`src/rtl/alsu_cmd_issuer.sv`:
```
// -----------------------------------------------------------------------------
// alsu_cmd_issuer
//   Issue stage in front of the ALSU. Packed 16-bit commands are queued in a
//   small FIFO, popped one per cycle onto registered ALSU drive pins, and
//   tagged. A tag/valid/invalid shift register follows the ALSU pipeline so
//   that res_valid/res_tag/res_invalid line up with the ALSU output.
//
// Ports
//   clk, rst            clock, asynchronous active-high reset
//   cmd_valid/ready     command handshake (ready = FIFO not full)
//   cmd_data[15:0]      {bypass_B,bypass_A,red_op_B,red_op_A,direction,
//                        serial_in,cin,opcode[2:0],B[2:0],A[2:0]}
//   issue_en            permit a pop/issue this cycle
//   flush               drop every queued (not yet issued) command
//   A,B,opcode,cin,serial_in,direction,red_op_A,red_op_B,bypass_A,bypass_B
//                       registered ALSU drive pins
//   alsu_out[5:0]       ALSU result
//   res_valid/data/tag/invalid   aligned completion of an issued command
//   fifo_count          number of queued commands
// -----------------------------------------------------------------------------
module alsu_cmd_issuer #(
    parameter int DEPTH   = 4,
    parameter int LATENCY = 2
) (
    input  logic                    clk,
    input  logic                    rst,
    input  logic                    cmd_valid,
    output logic                    cmd_ready,
    input  logic [15:0]             cmd_data,
    input  logic                    issue_en,
    input  logic                    flush,
    output logic signed [2:0]       A,
    output logic signed [2:0]       B,
    output logic [2:0]              opcode,
    output logic                    cin,
    output logic                    serial_in,
    output logic                    direction,
    output logic                    red_op_A,
    output logic                    red_op_B,
    output logic                    bypass_A,
    output logic                    bypass_B,
    input  logic [5:0]              alsu_out,
    output logic                    res_valid,
    output logic [5:0]              res_data,
    output logic [3:0]              res_tag,
    output logic                    res_invalid,
    output logic [$clog2(DEPTH):0]  fifo_count
);

    localparam int AW = $clog2(DEPTH);
    localparam int CW = AW + 1;

    typedef struct packed {
        logic       v;
        logic [3:0] tag;
        logic       inv;
    } flight_t;

    logic [15:0]   mem_q [DEPTH];
    logic [AW-1:0] wr_ptr_q, wr_ptr_d;
    logic [AW-1:0] rd_ptr_q, rd_ptr_d;
    logic [CW-1:0] count_q, count_d;
    logic [15:0]   drv_q, drv_d;
    logic [3:0]    tag_q, tag_d;
    flight_t       pipe_q [LATENCY+1];

    logic        full, empty, push, pop;
    logic [15:0] head;
    logic        head_invalid;

    assign full      = (count_q == CW'(DEPTH));
    assign empty     = (count_q == '0);
    assign cmd_ready = !full;
    // Flush wins over both push and pop in the same cycle.
    assign push      = cmd_valid && !full && !flush;
    assign pop       = issue_en && !empty && !flush;
    assign head      = mem_q[rd_ptr_q];

    // Opcodes 6/7 are illegal; reduction is only defined for OR/XOR.
    assign head_invalid = ((head[12] | head[13]) & (head[7] | head[8])) | (head[7] & head[8]);

    // Storage carries no reset; validity is tracked by the pointers/count.
    always_ff @(posedge clk) begin
        if (push) begin
            mem_q[wr_ptr_q] <= cmd_data;
        end
    end

    always_comb begin
        wr_ptr_d = wr_ptr_q;
        rd_ptr_d = rd_ptr_q;
        count_d  = count_q;
        drv_d    = '0;          // NOP word whenever nothing issues
        tag_d    = tag_q;
        if (flush) begin
            wr_ptr_d = '0;
            rd_ptr_d = '0;
            count_d  = '0;
        end else begin
            if (push) begin
                wr_ptr_d = wr_ptr_q + AW'(1);
            end
            if (pop) begin
                rd_ptr_d = rd_ptr_q + AW'(1);
                drv_d    = head;
                tag_d    = tag_q + 4'd1;
            end
            if (push && !pop) begin
                count_d = count_q + CW'(1);
            end else if (pop && !push) begin
                count_d = count_q - CW'(1);
            end
        end
    end

    always_ff @(posedge clk or posedge rst) begin
        if (rst) begin
            wr_ptr_q <= '0;
            rd_ptr_q <= '0;
            count_q  <= '0;
            drv_q    <= '0;
            tag_q    <= '0;
        end else begin
            wr_ptr_q <= wr_ptr_d;
            rd_ptr_q <= rd_ptr_d;
            count_q  <= count_d;
            drv_q    <= drv_d;
            tag_q    <= tag_d;
        end
    end

    // Stage 0 shadows the drive registers; the following LATENCY stages track
    // the ALSU input and output registers, so the last stage coincides with
    // the ALSU output that belongs to the command.
    always_ff @(posedge clk or posedge rst) begin
        if (rst) begin
            for (int i = 0; i <= LATENCY; i++) begin
                pipe_q[i] <= '0;
            end
        end else begin
            pipe_q[0] <= '{v: pop, tag: tag_q, inv: head_invalid};
            for (int i = 1; i <= LATENCY; i++) begin
                pipe_q[i] <= pipe_q[i-1];
            end
        end
    end

    assign {bypass_B, bypass_A, red_op_B, red_op_A, direction,
            serial_in, cin, opcode, B, A} = drv_q;

    assign res_valid   = pipe_q[LATENCY].v;
    assign res_tag     = pipe_q[LATENCY].tag;
    assign res_invalid = pipe_q[LATENCY].inv;
    assign res_data    = alsu_out;
    assign fifo_count  = count_q;

endmodule
```
`config.mk`:
```
export PLATFORM = sky130hd
export DESIGN_NAME = alsu_cmd_issuer
export DESIGN_NICKNAME = d
export VERILOG_FILES = /design/src/rtl/alsu_cmd_issuer.sv
export SDC_FILE = /design/constraint.sdc
export NUM_CORES = 1
export LEC_CHECK = 0
export ABC_CLOCK_PERIOD_IN_PS = 2050
export CAP_MARGIN = 30
export CORE_MARGIN = 5
export CORE_UTILIZATION = 45
export DETAILED_ROUTE_END_ITERATION = 10
export DONT_BUFFER_PORTS = 1
export PLACE_DENSITY_LB_ADDON = 0.08
export SETUP_SLACK_MARGIN = 0.15
export SLEW_MARGIN = 20
export SYNTH_ARGS = -nofsm -noshare
export SYNTH_HDL_FRONTEND = slang
export SYNTH_SLANG_ARGS = --single-unit
export TNS_END_PERCENT = 30
```
`constraint.sdc`:
```
create_clock -name clk -period 2.05 [get_ports clk]
set_input_delay 0.41 -clock clk [delete_from_list [all_inputs] [get_ports clk]]
set_output_delay 0.41 -clock clk [all_outputs]
set_load 0.05 [all_outputs]
```
After elaboration in Yosys (flattened, before gate mapping)
Memories as Yosys holds them, arrays and structs flattened.
Index checks and enable logic that the tools add are counted.
{"block": "word_totals", "reg_bits": 45, "mem_bits_rw": 64, "output_inout_bits": 32, "memories": 1}
{"block": "classes", "addsub": 5, "eq_ne": 1, "mux": 11, "n_bitwise": 6, "n_reduce_logical": 16}
{"memory": "mem_q", "words": 4, "word_bits": 16, "read_ports": 1, "rd_clocked_by_memory_dff": 0, "wr": 1, "line_no": "59", "text": "logic [15:0] mem_q [DEPTH];"}
{"operator": "$mux W16", "n": 2}
{"operator": "$mux W3", "n": 3}
{"operator": "$mux W2", "n": 4}
{"operator": "$logic_and A1 B1 Y1", "n": 6}
{"operator": "$logic_not A1 Y1", "n": 5}
{"operator": "$add A2 B1 Y2 const B", "n": 2}
{"operator": "$add A4 B1 Y4 const B", "n": 1}
{"operator": "$reduce_bool A2 Y1", "n": 2}
{"operator": "$add A3 B1 Y3 const B", "n": 1}
{"operator": "$eq A3 B3 Y1 const B", "n": 1}
{"operator": "$logic_not A3 Y1", "n": 1}
{"operator": "$or A1 B1 Y1", "n": 3}
{"operator": "$reduce_bool A3 Y1", "n": 1}
{"operator": "$sub A3 B1 Y3 const B", "n": 1}
{"operator": "$and A1 B1 Y1", "n": 2}
{"operator": "$mux W1", "n": 2}
{"operator": "$reduce_and A2 Y1", "n": 1}
{"operator": "$not A1 Y1", "n": 1}

Depth between registers and ports, before layout
Gate-level depths: netlist (run 1).
{"block": "depth", "word_depth": 9, "ltp_mapped": 9}

Worst setup path after synthesis (run 1)
No wires, ideal clock.
{"block": "synth_path", "kind": "register to register", "start": "reg count_q[2], in the netlist fifo_count[2]", "end": "reg count_q[2], in the netlist fifo_count[2]", "setup_time_ns": 0.160, "t_arrival_ns": 2.406, "t_required_ns": 1.890, "path_slack_ns": -0.516, "stages_incl_launch_ff": 8, "path_buffers": 0, "synth_period_minus_slack_ns": 2.566, "path_cell_list": "dfrtp_1 nor3b_1 nor3_1 nor2b_1 fa_1 or3b_2 o21bai_1 a211oi_1"}
{"block": "synth_between", "elab_chain_cells": 8, "elab_cells_between_ends": 18}
{"element": "start, declared", "line_no": "62", "text": "logic [CW-1:0] count_q, count_d;"}
{"element": "start signal, assigned", "line_no": "126", "text": "count_q <= count_d;"}
{"element": "parallel branches: the longest is 8 deep, another holds $sub A3 B1 Y3"}
Parallel ways; which one is timed is not known. The select of a mux whose other input is x is not followed.
A chain may end at the register's enable or synchronous reset.

Worst setup path in the final report (run 1)
{"block": "layout_path", "start": "reg count_q[0], in the netlist fifo_count[0]", "end": "reg count_q[2], in the netlist fifo_count[2]"}
Same word-level chain as after synthesis.

==> summary.md, run 1 <==
| Metric | Value |
|---|---|
| DRC errors left | 0 |
| Gr usage total | 13.5% |
| Hold Violations, Final | 0 |
| Final setup viols | 0 |
| TritonCTS clock tree | built |
| Initial Utilization | around 46% |
| Cells after Synth | 229 |
| Clk_skew | 0.00651 ns |
| Worst-case headroom to the max-slew limit | a little under two thirds |
| Pre-CTS WS | -0.00241 ns |
| Worst slew pin tran | 0.534 ns |
| I/O Buffers | 0 |
| Min Tclk post-route | 2.00 ns |
| WL per Instance | 19.6 um |
| Post-Syn Area | ~4200 sq um |
| NumNets Final | 274 |
| Leakage | between 1.5 and 2 nW |
| TritonCTS Buffers | 9 |
| Antenna Cells | 0 |
| Pin count of the biggest net entering global routing | 21 |
| Die X-Extent | between 100 and 150 um |
| Period utilization | 97.7% |
| Worst setup EP type | register |
| DRT antenna net count | 0 |
| MaxCap Viol Count | 0 |
| Detailed placement HPWL | 4420 um |
| Status | completed |
| Vias in the first global route | 2103 |
| First drt pass iteration count | 4 |
| Row cnt | 35 |
| Startpoint types | register |
| Number of fill cells | approximately 750 |
| Io pins | 59 |
| Routability congestion estimate | 0.834 |
| Max Freq | 499 MHz |
| Setup Crit Path Kind | reg -> reg |
| Synth warnings | 0 |
| Post-Syn Area per Cell | 18.2 sq um |
| Fin util | ~50% |
| Number of synthesized register bits | about 110 |
| Syn Nets | 262 |
| Hold Crit Class | in -> reg |
| DR vias | about 1.9k |
| Initial antenna violation count | 0 |
| Bufs on Longest Clock Path | 2 |
| Core box area | ~9000 sq um |
| Critical Path AT | 2.24 ns |
| Worst EP required | between 2 and 2.5 ns |
| Clock transition at path regs | 0.09 ns |
| Slew Limit Fails | 0 |
| Most frequent cells in the layout | edfxtp_1, dfrtp_1, and2_1 |
| Routed vias/inst | roughly 5.3 |
| Worst skew pair latency | 0.36 ns |
| Reg2reg path depth | 7 |
| Global-route wire length before repair | 11300 um |
| DR iter-0 viols | 57 |
| Clock net sink count | 109 |
| Setup slack after layout | between 0.04 and 0.05 ns |
| Seq/Total Area, Yosys | 73.2% |
| RSZ-0062 raised after global routing | true |
| Max IR drop VDD | between 0.5 and 0.6 mV |
| Total negative slack | 0 ns |
| Most common cell after layout, fill and taps aside | edfxtp_1 |
| Cell depth of the worst hold path | 1 |
| Share of cells above drive strength 1 | 26.4% |
| Final wirelength | between 7000 and 8000 um |
| Die Y | 106 um |
| Pwr dens | about 1100 nW/um^2 |
| Area growth, synth to finish | 9.59% |
| H-tree depth | 3 |
| Root buf cell | clkbuf_8 |
| Synth area leader | edfxtp_1 |
| Die area | 11300 sq um |
| Distinct cells, synth | 40 |
| Total gr overflow | 0 |
| Synth area leaders | edfxtp_1, dfrtp_1, mux4_2 |
| Worst-path fanout max | 4 |
| Share of the synthesized area in the top cell type | 46.2% |
[sequential cells by signal, indices dropped and copies added, names as in the netlist]
signal,cells
mem_q,64
drv_q,16
pipe_q,12
res_tag,4
tag_q,4
fifo_count,3
rd_ptr_q,2
wr_ptr_q,2
res_invalid,1
res_valid,1
[cells in the mapped netlist, drive strengths merged]
| library cell | number |
|---|---|
| nand2 | 4 |
| o311ai | 1 |
| ha | 5 |
| dfrtp | 45 |
| buf | 20 |
| mux2 | 2 |
| and2 | 20 |
| nand3 | 5 |
| nor2b | 1 |
| or3b | 1 |
| edfxtp | 64 |
| nor3 | 2 |
| o31ai | 2 |
| o21ai | 4 |
| o2111ai | 1 |
| inv | 10 |
| nor3b | 2 |
| a21o | 1 |
| mux4 | 16 |
| xor2 | 5 |
| fa | 1 |
| a31o | 1 |
| a21oi | 3 |
| a221oi | 1 |
| or2 | 1 |
| and3b | 1 |
| a311oi | 1 |
| clkbuf | 1 |
| nor2 | 4 |
| o21bai | 1 |
| a211oi | 1 |
| o22ai | 1 |
| o211ai | 1 |
[cell type report]
| cell class | instances | area [sq um] | area share (%) |
|---|---|---|---|
| inverters | 10 | 41.3 | 0.905 |
| clock buffers | 10 | 128 | 2.80 |
| multi-input cells | 89 | 948 | 20.8 |
| well taps | 111 | 139 | 3.04 |
| clock inverters | 6 | 71.3 | 1.56 |
| repair buffers | 22 | 184 | 4.03 |
| flip-flops and latches | 109 | 3050 | 66.9 |
[logic make-up after synthesis]
group / Yosys count / share of synthesized area [%]
AOI/OAI and AO/OA: 19 / 3.46
muxes: 18 / 9.74
DFF: 109 / 73.2
xor gates and xnor gates: 5 / 1.05
adders and majority gates: 6 / 1.98
and+or+nand+nor: 41 / 5.71
buffers and inverters: 31 / 4.87
[per-stage QoR]
stage | power (W) | std cells | hold slack (ns) | area (sq um)
after global routing | 0.00526 | 357 | 0.0846 | 4560
after CTS | 0.00509 | 357 | 0.0818 | 4560
after global placement | 0.00373 | 335 | 0.316 | 4300
after detailed placement | 0.00378 | 335 | 0.324 | 4300
final | 0.00502 | 357 | 0.103 | 4560
after floorplan | 0.00369 | 229 | 0.331 | 4200
[path summary, 6_finish.rpt]
path	startpoint	endpoint	slack, ns
worst max-delay path	fifo_count[0]	fifo_count[2]	0.05
worst min-delay path	flush	wr_ptr_q[0]	0.10
worst max register to register	fifo_count[0]	fifo_count[2]	0.05
worst min register to register	pipe_q[10]	res_tag[3]	0.35
max in group asynchronous	rst	fifo_count[0]	0.97
min in group asynchronous	rst	drv_q[13]	0.50
[where the power goes]
group	leakage [nW]	switching, W	internal [W]
Combinational	0.471	0.000385	0.000367
Sequential	1.16	0.000402	0.00260
Clock	0.0945	0.000688	0.000575
[timing repair]
action                                  in CTS  in global routing
buffers inserted                             5                  0
hold buffers                                 1                  0
endpoints found under the setup margin       3                  3
pin swaps                                    3                  0
endpoints found under the hold margin       18                  0
gates resized for setup                      2                  1
[routing by layer]
layer  part of all wire [%]  wire (um)  global-route usage, %
met2                     51       3600                   23.0
met1                     40       2810                   15.1
met3                    6.7        467                   5.46
met5                      0          0                      0
met4                    1.8        123                   5.37
[worst max-delay path, stage by stage (launching register included)]
cell and delay (ns):
dfrtp_2 0.46, nor3b_4 0.24, nor3_2 0.08, nor2b_4 0.13, fa_2 0.37, or3b_4 0.38
o21bai_1 0.13, a211oi_1 0.09
(Power assumes the default switching activity.)
==> run 2: changes to the inputs <==
--- a/config.mk
+++ b/config.mk
@@ -6,11 +6,11 @@
 export NUM_CORES = 1
 export LEC_CHECK = 0
 export ABC_CLOCK_PERIOD_IN_PS = 2050
+export BUFFER_PORTS_ARGS = -buffer_cell sky130_fd_sc_hd__buf_4
 export CAP_MARGIN = 30
 export CORE_MARGIN = 5
-export CORE_UTILIZATION = 45
+export CORE_UTILIZATION = 35
 export DETAILED_ROUTE_END_ITERATION = 10
-export DONT_BUFFER_PORTS = 1
 export PLACE_DENSITY_LB_ADDON = 0.08
 export SETUP_SLACK_MARGIN = 0.15
 export SLEW_MARGIN = 20
==> run 2 against run 1 <==
  * Critical path depth is the same
  * Core utilization decreased by 5.9 points
  * Critical path type unchanged
  * Flip-flop and latch count did not move
  * Die area grew 26%
  * Global-route usage is 2.2 points lower
  * Register-to-register slack better by 0.06 ns
  * Clock-buffer cell count did not move
  * Maximum frequency rose by 2.9%
  * Sequential power down 9.3%
  * Combinational power up 61%
  * Final cell count grew 21%
==> summary.md, run 2 (same netlist as run 1, synthesis figures left out) <==
| Metric | Value |
|---|---|
| Core box area | 11500 sq um (was 9110 sq um) |
| H-tree depth | 3 (unchanged) |
| Clk_skew | 0.00678 ns (was 0.00651 ns) |
| Max Freq | 514 MHz (was 499 MHz) |
| Antenna Cells | 0 (unchanged) |
| Clock transition at path regs | 0.07 ns (was 0.09 ns) |
| Worst skew pair latency | 0.34 ns (was 0.36 ns) |
| Worst EP required | 2.26 ns (was 2.28 ns) |
| Combinational fraction of design power | 21.5% (was 15.0%) |
| Final instance area | 5090 sq um (was 4560 sq um) |
| Die Y | 119 um (was 106 um) |
| Fin util | 44.2% (was 50.1%) |
| Max reg flops | 64 (unchanged) |
| Number of fill cells | 1022 (was 747) |
| Initial antenna violation count | 0 (unchanged) |
| Reg2reg path depth | 7 (unchanged) |
| NumNets Final | 318 (was 274) |
| Die area | 14200 sq um (was 11300 sq um) |
| Routability congestion estimate | 0.742 (was 0.834) |
| DR vias | 2040 (was 1907) |
| Area growth, synth to finish | 22.3% (was 9.59%) |
| Internal Power | 0.00407 W (was 0.00354 W) |
| Setup Crit Path Kind | reg -> reg (unchanged) |
| Final wirelength | 7550 um (was 7010 um) |
| MaxCap Viol Count | 0 (unchanged) |
| Sw Share | 28.0% (was 29.4%) |
| Vias in the first global route | 2204 (was 2103) |
| Setup slack after layout | 0.104 ns (was 0.0466 ns) |
| DRT antenna net count | 0 (unchanged) |
| Pwr dens | 1110 nW/um^2 (was 1100 nW/um^2) |
| R2R Setup Slk | 0.10 ns (was 0.05 ns) |
| Sequential cell fraction of total power | 48.2% (was 59.8%) |
| Worst slew pin tran | 0.464 ns (was 0.534 ns) |
| Routed vias/inst | 4.71 (was 5.34) |
| Initial Utilization | 36.2% (was 45.7%) |
| Total negative slack | 0 ns (unchanged) |
| Reg-to-reg endpoint | fifo_count[2] (unchanged) |
| Slew Limit Fails | 0 (unchanged) |
| Post-Place Cells | 415 (was 335) |
| Psw | 0.00158 W (was 0.00148 W) |
| Row cnt | 39 (was 35) |
| Hold Crit Class | in -> async (was in -> reg) |
| Most frequent cells in the layout | edfxtp_1, buf_4, dfrtp_1 (was edfxtp_1, dfrtp_1, and2_1) |
| Pin count of the biggest net entering global routing | 26 (was 21) |
| Clock power frac | 30.4% (was 25.2%) |
| R2r startpoint | fifo_count[1] (was fifo_count[0]) |
| Biggest register | mem_q (unchanged) |
| Leakage | 2.02 nW (was 1.73 nW) |
| RSZ-0062 raised after global routing | true (unchanged) |
| Worst setup EP type | register (unchanged) |
| TritonCTS Buffers | 9 (unchanged) |
| Most common cell after layout, fill and taps aside | edfxtp_1 (unchanged) |
| TritonCTS clock tree | built (unchanged) |
| Pre-CTS WS | 0.0773 ns (was -0.00241 ns) |
| Detailed placement HPWL | 4710 um (was 4420 um) |
| Worst-path fanout max | 4 (unchanged) |
| Status | completed (unchanged) |
| Share of cells above drive strength 1 | 37.2% (was 26.4%) |
| Max IR drop VDD | 0.443 mV (was 0.540 mV) |
| Io pins | 59 (unchanged) |
| Gr usage total | 11.3% (was 13.5%) |
| Die X-Extent | 119 um (was 106 um) |
| Worst-case headroom to the max-slew limit | 69.0% (was 63.9%) |
| Global-route wire length before repair | 12200 um (was 11300 um) |
| Dpl cell area | 4770 sq um (was 4300 sq um) |
| Final setup viols | 0 (unchanged) |
| Clock net sink count | 109 (unchanged) |
| I/O Buffers | 46 (was 0) |
| First drt pass iteration count | 4 (unchanged) |
| DR iter-0 viols | 58 (was 57) |
| Top Registers | mem_q: 64 flops, drv_q: 16 flops, pipe_q: 12 flops (unchanged) |
| DRC errors left | 0 (unchanged) |
| WL per Instance | 17.4 um (was 19.6 um) |
| Root buf cell | clkbuf_16 (was clkbuf_8) |
| Min Tclk post-route | 1.95 ns (was 2.00 ns) |
| Hold Violations, Final | 0 (unchanged) |
| Bufs on Longest Clock Path | 2 (unchanged) |
| Final cell count without fillers | 433 (was 357) |
| Period utilization | 94.9% (was 97.7%) |
| Startpoint types | register (unchanged) |
| Total gr overflow | 0 (unchanged) |
| Critical Path AT | 2.16 ns (was 2.24 ns) |
run 2: cell types whose count changed in the layout (fill, tap and decap cells not counted), sizes merged:
cell         delta
clkinvlp        -3
buf            +45
clkinv          +1
inv             +2
dlygate4sd3     -1
run 2: worst max-delay path by stage:
stage,startpoint,endpoint,slack (ns),cells after the start
after detailed placement,fifo_count[1],fifo_count[2],0.08,7
after CTS,fifo_count[0],fifo_count[2],0.11,7
final,fifo_count[1],fifo_count[2],0.10,7
after global placement,fifo_count[1],fifo_count[2],0.11,7
after floorplan,fifo_count[1],fifo_count[1],-0.17,9
after global routing,fifo_count[1],fifo_count[2],-0.03,7
run 2: routing by layer:
metal,global-route usage (%),vias to the layer above,part of all wire [%]
met2,17.9,42,49
met4,4.85,0,1.8
met5,0,-,0
met1,14.6,1039,45
met3,3.03,11,4.7
li1,-,948,-
run 2: critical path: stages (launching register included):
cell and delay, ns:
dfrtp_2 0.45, nor3b_4 0.24, nor3_2 0.06, nor2b_4 0.12, fa_2 0.36, or3b_4 0.37, o21bai_1 0.14, a211oi_1 0.09
run 2: layout make-up:
type	instances	area [sq um]	share of cell area, %
repair buffers	66	582	11.4
well taps	143	179	3.51
clock inverters	6	68.8	1.35
inverters	10	40.0	0.786
clock buffers	10	229	4.50
multi-input cells	89	942	18.5
flip-flops and latches	109	3050	59.9
run 2: power by group through the flow:
| stage | clock network, W | logic [W] | registers, W |
|---|---|---|---|
| floorplan | 0 | 0.000768 | 0.00292 |
| global placement | 0 | 0.00120 | 0.00277 |
| detailed placement | 0 | 0.00121 | 0.00277 |
| CTS | 0.00178 | 0.00122 | 0.00273 |
| global route | 0.00187 | 0.00131 | 0.00276 |
| finish | 0.00172 | 0.00121 | 0.00272 |
run 2: timing repair:
| action | 4_1_cts | 5_1_grt |
|---|---|---|
| setup buffers | 1 | 1 |
| gates resized for setup | 0 | 5 |
| hold buffers | 0 | 0 |
| pin swaps | 5 | 2 |
| setup endpoints to repair | 2 | 3 |
run 2: stage by stage:
step / power, W / hold WS (ns)
3_3_place_gp: 0.00397 / 0.332
6_report: 0.00565 / 0.0858
2_1_floorplan: 0.00369 / 0.331
4_1_cts: 0.00572 / 0.101
3_5_place_dp: 0.00398 / 0.335
5_1_grt: 0.00593 / 0.118
==> run 3: changes to the inputs <==
--- a/config.mk
+++ b/config.mk
@@ -7,7 +7,7 @@
 export LEC_CHECK = 0
 export ABC_CLOCK_PERIOD_IN_PS = 2050
 export BUFFER_PORTS_ARGS = -buffer_cell sky130_fd_sc_hd__buf_4
-export CAP_MARGIN = 30
+export CAP_MARGIN = 25
 export CORE_MARGIN = 5
 export CORE_UTILIZATION = 35
 export DETAILED_ROUTE_END_ITERATION = 10
==> constraint.sdc (replaced) <==
create_clock -name clk -period 2.05 [get_ports clk]
set_input_delay 0 -clock clk [delete_from_list [all_inputs] [get_ports clk]]
set_output_delay 0 -clock clk [all_outputs]
set_load 0.05 [all_outputs]
==> run 3 against run 2 <==
  * Setup slack got worse by 0.0014 ns
  * Via count up 3.0%
  * Global-route usage increased by 0.29 points
  * Power shrank 1.3%
  * Largest power group unchanged
  * Register-to-register slack is essentially flat
  * Critical path depth unchanged
  * Flip-flop and latch count is the same
  * Clock skew grew 0.0011 ns
  * Worst hold slack got worse by 0.086 ns
==> summary.md, run 3 (same netlist as run 1, synthesis figures left out) <==
| Metric | Value |
|---|---|
| RSZ-0062 raised after global routing | true (unchanged) |
| Worst skew pair latency | 0.34 ns (about the same) |
| Cell depth of the worst hold path | 0 |
| Gr usage total | 11.6% (was 11.3%) |
| Final setup viols | 0 (unchanged) |
| Pwr dens | 1060 nW/um^2 (was 1110 nW/um^2) |
| Clock net sink count | 109 (unchanged) |
| Reg2reg path depth | 7 (unchanged) |
| Max IR drop VDD | 0.367 mV (was 0.443 mV) |
| Setup slack after layout | 0.102 ns (was 0.104 ns) |
| Routability congestion estimate | 0.725 (was 0.742) |
| Top Registers | mem_q: 64 flops, drv_q: 16 flops, pipe_q: 12 flops (unchanged) |
| TritonCTS clock tree | built (unchanged) |
| Area growth, synth to finish | 26.3% (was 22.3%) |
| Worst slew pin tran | 0.470 ns (was 0.464 ns) |
| Post-Place Cells | 411 (was 415) |
| Initial Utilization | 36.2% (unchanged) |
| Max Freq | 513 MHz (was 514 MHz) |
| DRT antenna net count | 0 (unchanged) |
| Final instance area | 5260 sq um (was 5090 sq um) |
| TritonCTS Buffers | 9 (unchanged) |
| WL per Instance | 16.5 um (was 17.4 um) |
| Antenna Cells | 0 (unchanged) |
| Hold Path End | res_data[1] |
| Clock transition at path regs | 0.07 ns (about the same) |
| Io pins | 59 (unchanged) |
| Number of fill cells | 1003 (was 1022) |
| Initial antenna violation count | 0 (unchanged) |
| Critical Path AT | 2.16 ns (about the same) |
| Final cell count without fillers | 455 (was 433) |
| Status | completed (unchanged) |
| Die X-Extent | 119 um (unchanged) |
| Core box area | 11500 sq um (unchanged) |
| Vias in the first global route | 2317 (was 2204) |
| Total power | 0.00558 W (was 0.00565 W) |
| Bufs on Longest Clock Path | 2 (unchanged) |
| Most common cell after layout, fill and taps aside | edfxtp_1 (unchanged) |
| R2R Setup Slk | 0.10 ns (about the same) |
| Root buf cell | clkbuf_16 (unchanged) |
| Row cnt | 39 (unchanged) |
| Detailed placement HPWL | 4640 um (was 4710 um) |
| MaxCap Viol Count | 0 (unchanged) |
| Worst setup EP type | register (unchanged) |
| Pre-CTS WS | 0.0621 ns (was 0.0773 ns) |
| Max reg flops | 64 (unchanged) |
| Startpoint types | register (unchanged) |
| Min Tclk post-route | 1.95 ns (about the same) |
| DR iter-0 viols | 87 (was 58) |
| Total negative slack | 0 ns (unchanged) |
| Die area | 14200 sq um (unchanged) |
| Share of cells above drive strength 1 | 35.3% (was 37.2%) |
| Worst EP required | 2.27 ns (was 2.26 ns) |
| Final wirelength | 7510 um (was 7550 um) |
| Leakage | 2.09 nW (was 2.02 nW) |
| Min-delay src | alsu_out[1] |
| R2r startpoint | fifo_count[1] (unchanged) |
| Total gr overflow | 0 (unchanged) |
| Biggest register | mem_q (unchanged) |
| Reg-to-reg endpoint | fifo_count[2] (unchanged) |
| I/O Buffers | 46 (unchanged) |
| Hold Violations, Final | 0 (unchanged) |
| Slew Limit Fails | 0 (unchanged) |
| H-tree depth | 3 (unchanged) |
| Global-route wire length before repair | 12700 um (was 12200 um) |
| Pin count of the biggest net entering global routing | 30 (was 26) |
| Hold Crit Class | in -> out (was in -> async) |
| Worst-case headroom to the max-slew limit | 68.3% (was 69.0%) |
| Dpl cell area | 4720 sq um (was 4770 sq um) |
| DR vias | 2102 (was 2040) |
| Period utilization | 95.0% (was 94.9%) |
| NumNets Final | 340 (was 318) |
| First drt pass iteration count | 4 (unchanged) |
| Die Y | 119 um (unchanged) |
| DRC errors left | 0 (unchanged) |
| Setup Crit Path Kind | reg -> reg (unchanged) |
| Worst-path fanout max | 4 (unchanged) |
| Most frequent cells in the layout | edfxtp_1, buf_4, dfrtp_1 (unchanged) |
| Routed vias/inst | 4.62 (was 4.71) |
| Clk_skew | 0.00791 ns (was 0.00678 ns) |
## run 3: through the flow
step | hold WS (ns) | util [%]
finish | 0.0000166 | 45.7
CTS | 0.000589 | 45.5
detailed placement | 0.000589 | 41.0
global placement | 0.000589 | 41.0
global route | 0.0000904 | 45.7
floorplan | 0.0989 | -
## run 3: layout make-up
| cell class | count | area, sq um | share of cell area, % |
|---|---|---|---|
| clock buffer | 10 | 229 | 4.35 |
| sequential | 109 | 3050 | 58.0 |
| tap | 143 | 179 | 3.40 |
| clock inverter | 6 | 45.0 | 0.856 |
| inverter | 10 | 37.5 | 0.714 |
| multi-input combinational | 89 | 942 | 17.9 |
| timing repair buffer | 88 | 776 | 14.7 |
## run 3: worst max path at each step
stage / slack, ns / end / cells past startpoint / startpoint
final: 0.10 / fifo_count[2] / 7 / fifo_count[1]
after global routing: 0.02 / fifo_count[2] / 7 / fifo_count[1]
after CTS: 0.12 / fifo_count[2] / 7 / fifo_count[0]
after detailed placement: 0.06 / fifo_count[2] / 7 / fifo_count[1]
after global placement: 0.10 / fifo_count[2] / 7 / fifo_count[1]
after floorplan: -0.17 / fifo_count[1] / 9 / fifo_count[1]
## run 3: timing repair
action / 4_1_cts / 5_1_grt
gates cloned: 0 / 0
resized for setup: 0 / 1
hold buffers: 21 / 0
endpoints found under the hold margin: 85 / 0
endpoints found under the setup margin: 2 / 3
buffers inserted: 5 / 2
pin swaps: 5 / 2
## run 3: critical path: stages (launching register included)
cell      delay (ns)
dfrtp_2         0.45
nor3b_4         0.24
nor3_2          0.07
nor2b_4         0.13
fa_2            0.37
or3b_4          0.37
o21bai_1        0.12
a211oi_1        0.08
## run 3: routing by layer
| layer | routed length (um) | share of wire [%] | track usage, % | vias to the layer above |
|---|---|---|---|---|
| met5 | 0 | 0 | 0 | - |
| met4 | 170 | 2.3 | 4.92 | 0 |
| met3 | 380 | 5.1 | 2.75 | 16 |
| met2 | 3590 | 48 | 18.4 | 48 |
| li1 | - | - | - | 988 |
| met1 | 3380 | 45 | 15.2 | 1050 |
## run 3: power by group
part           leakage [nW]  switching [W]  internal [W]  total [W]
sequential             1.16       0.000121       0.00260    0.00273
clock                 0.134       0.000774      0.000837    0.00161
combinational         0.798       0.000704      0.000538    0.00124
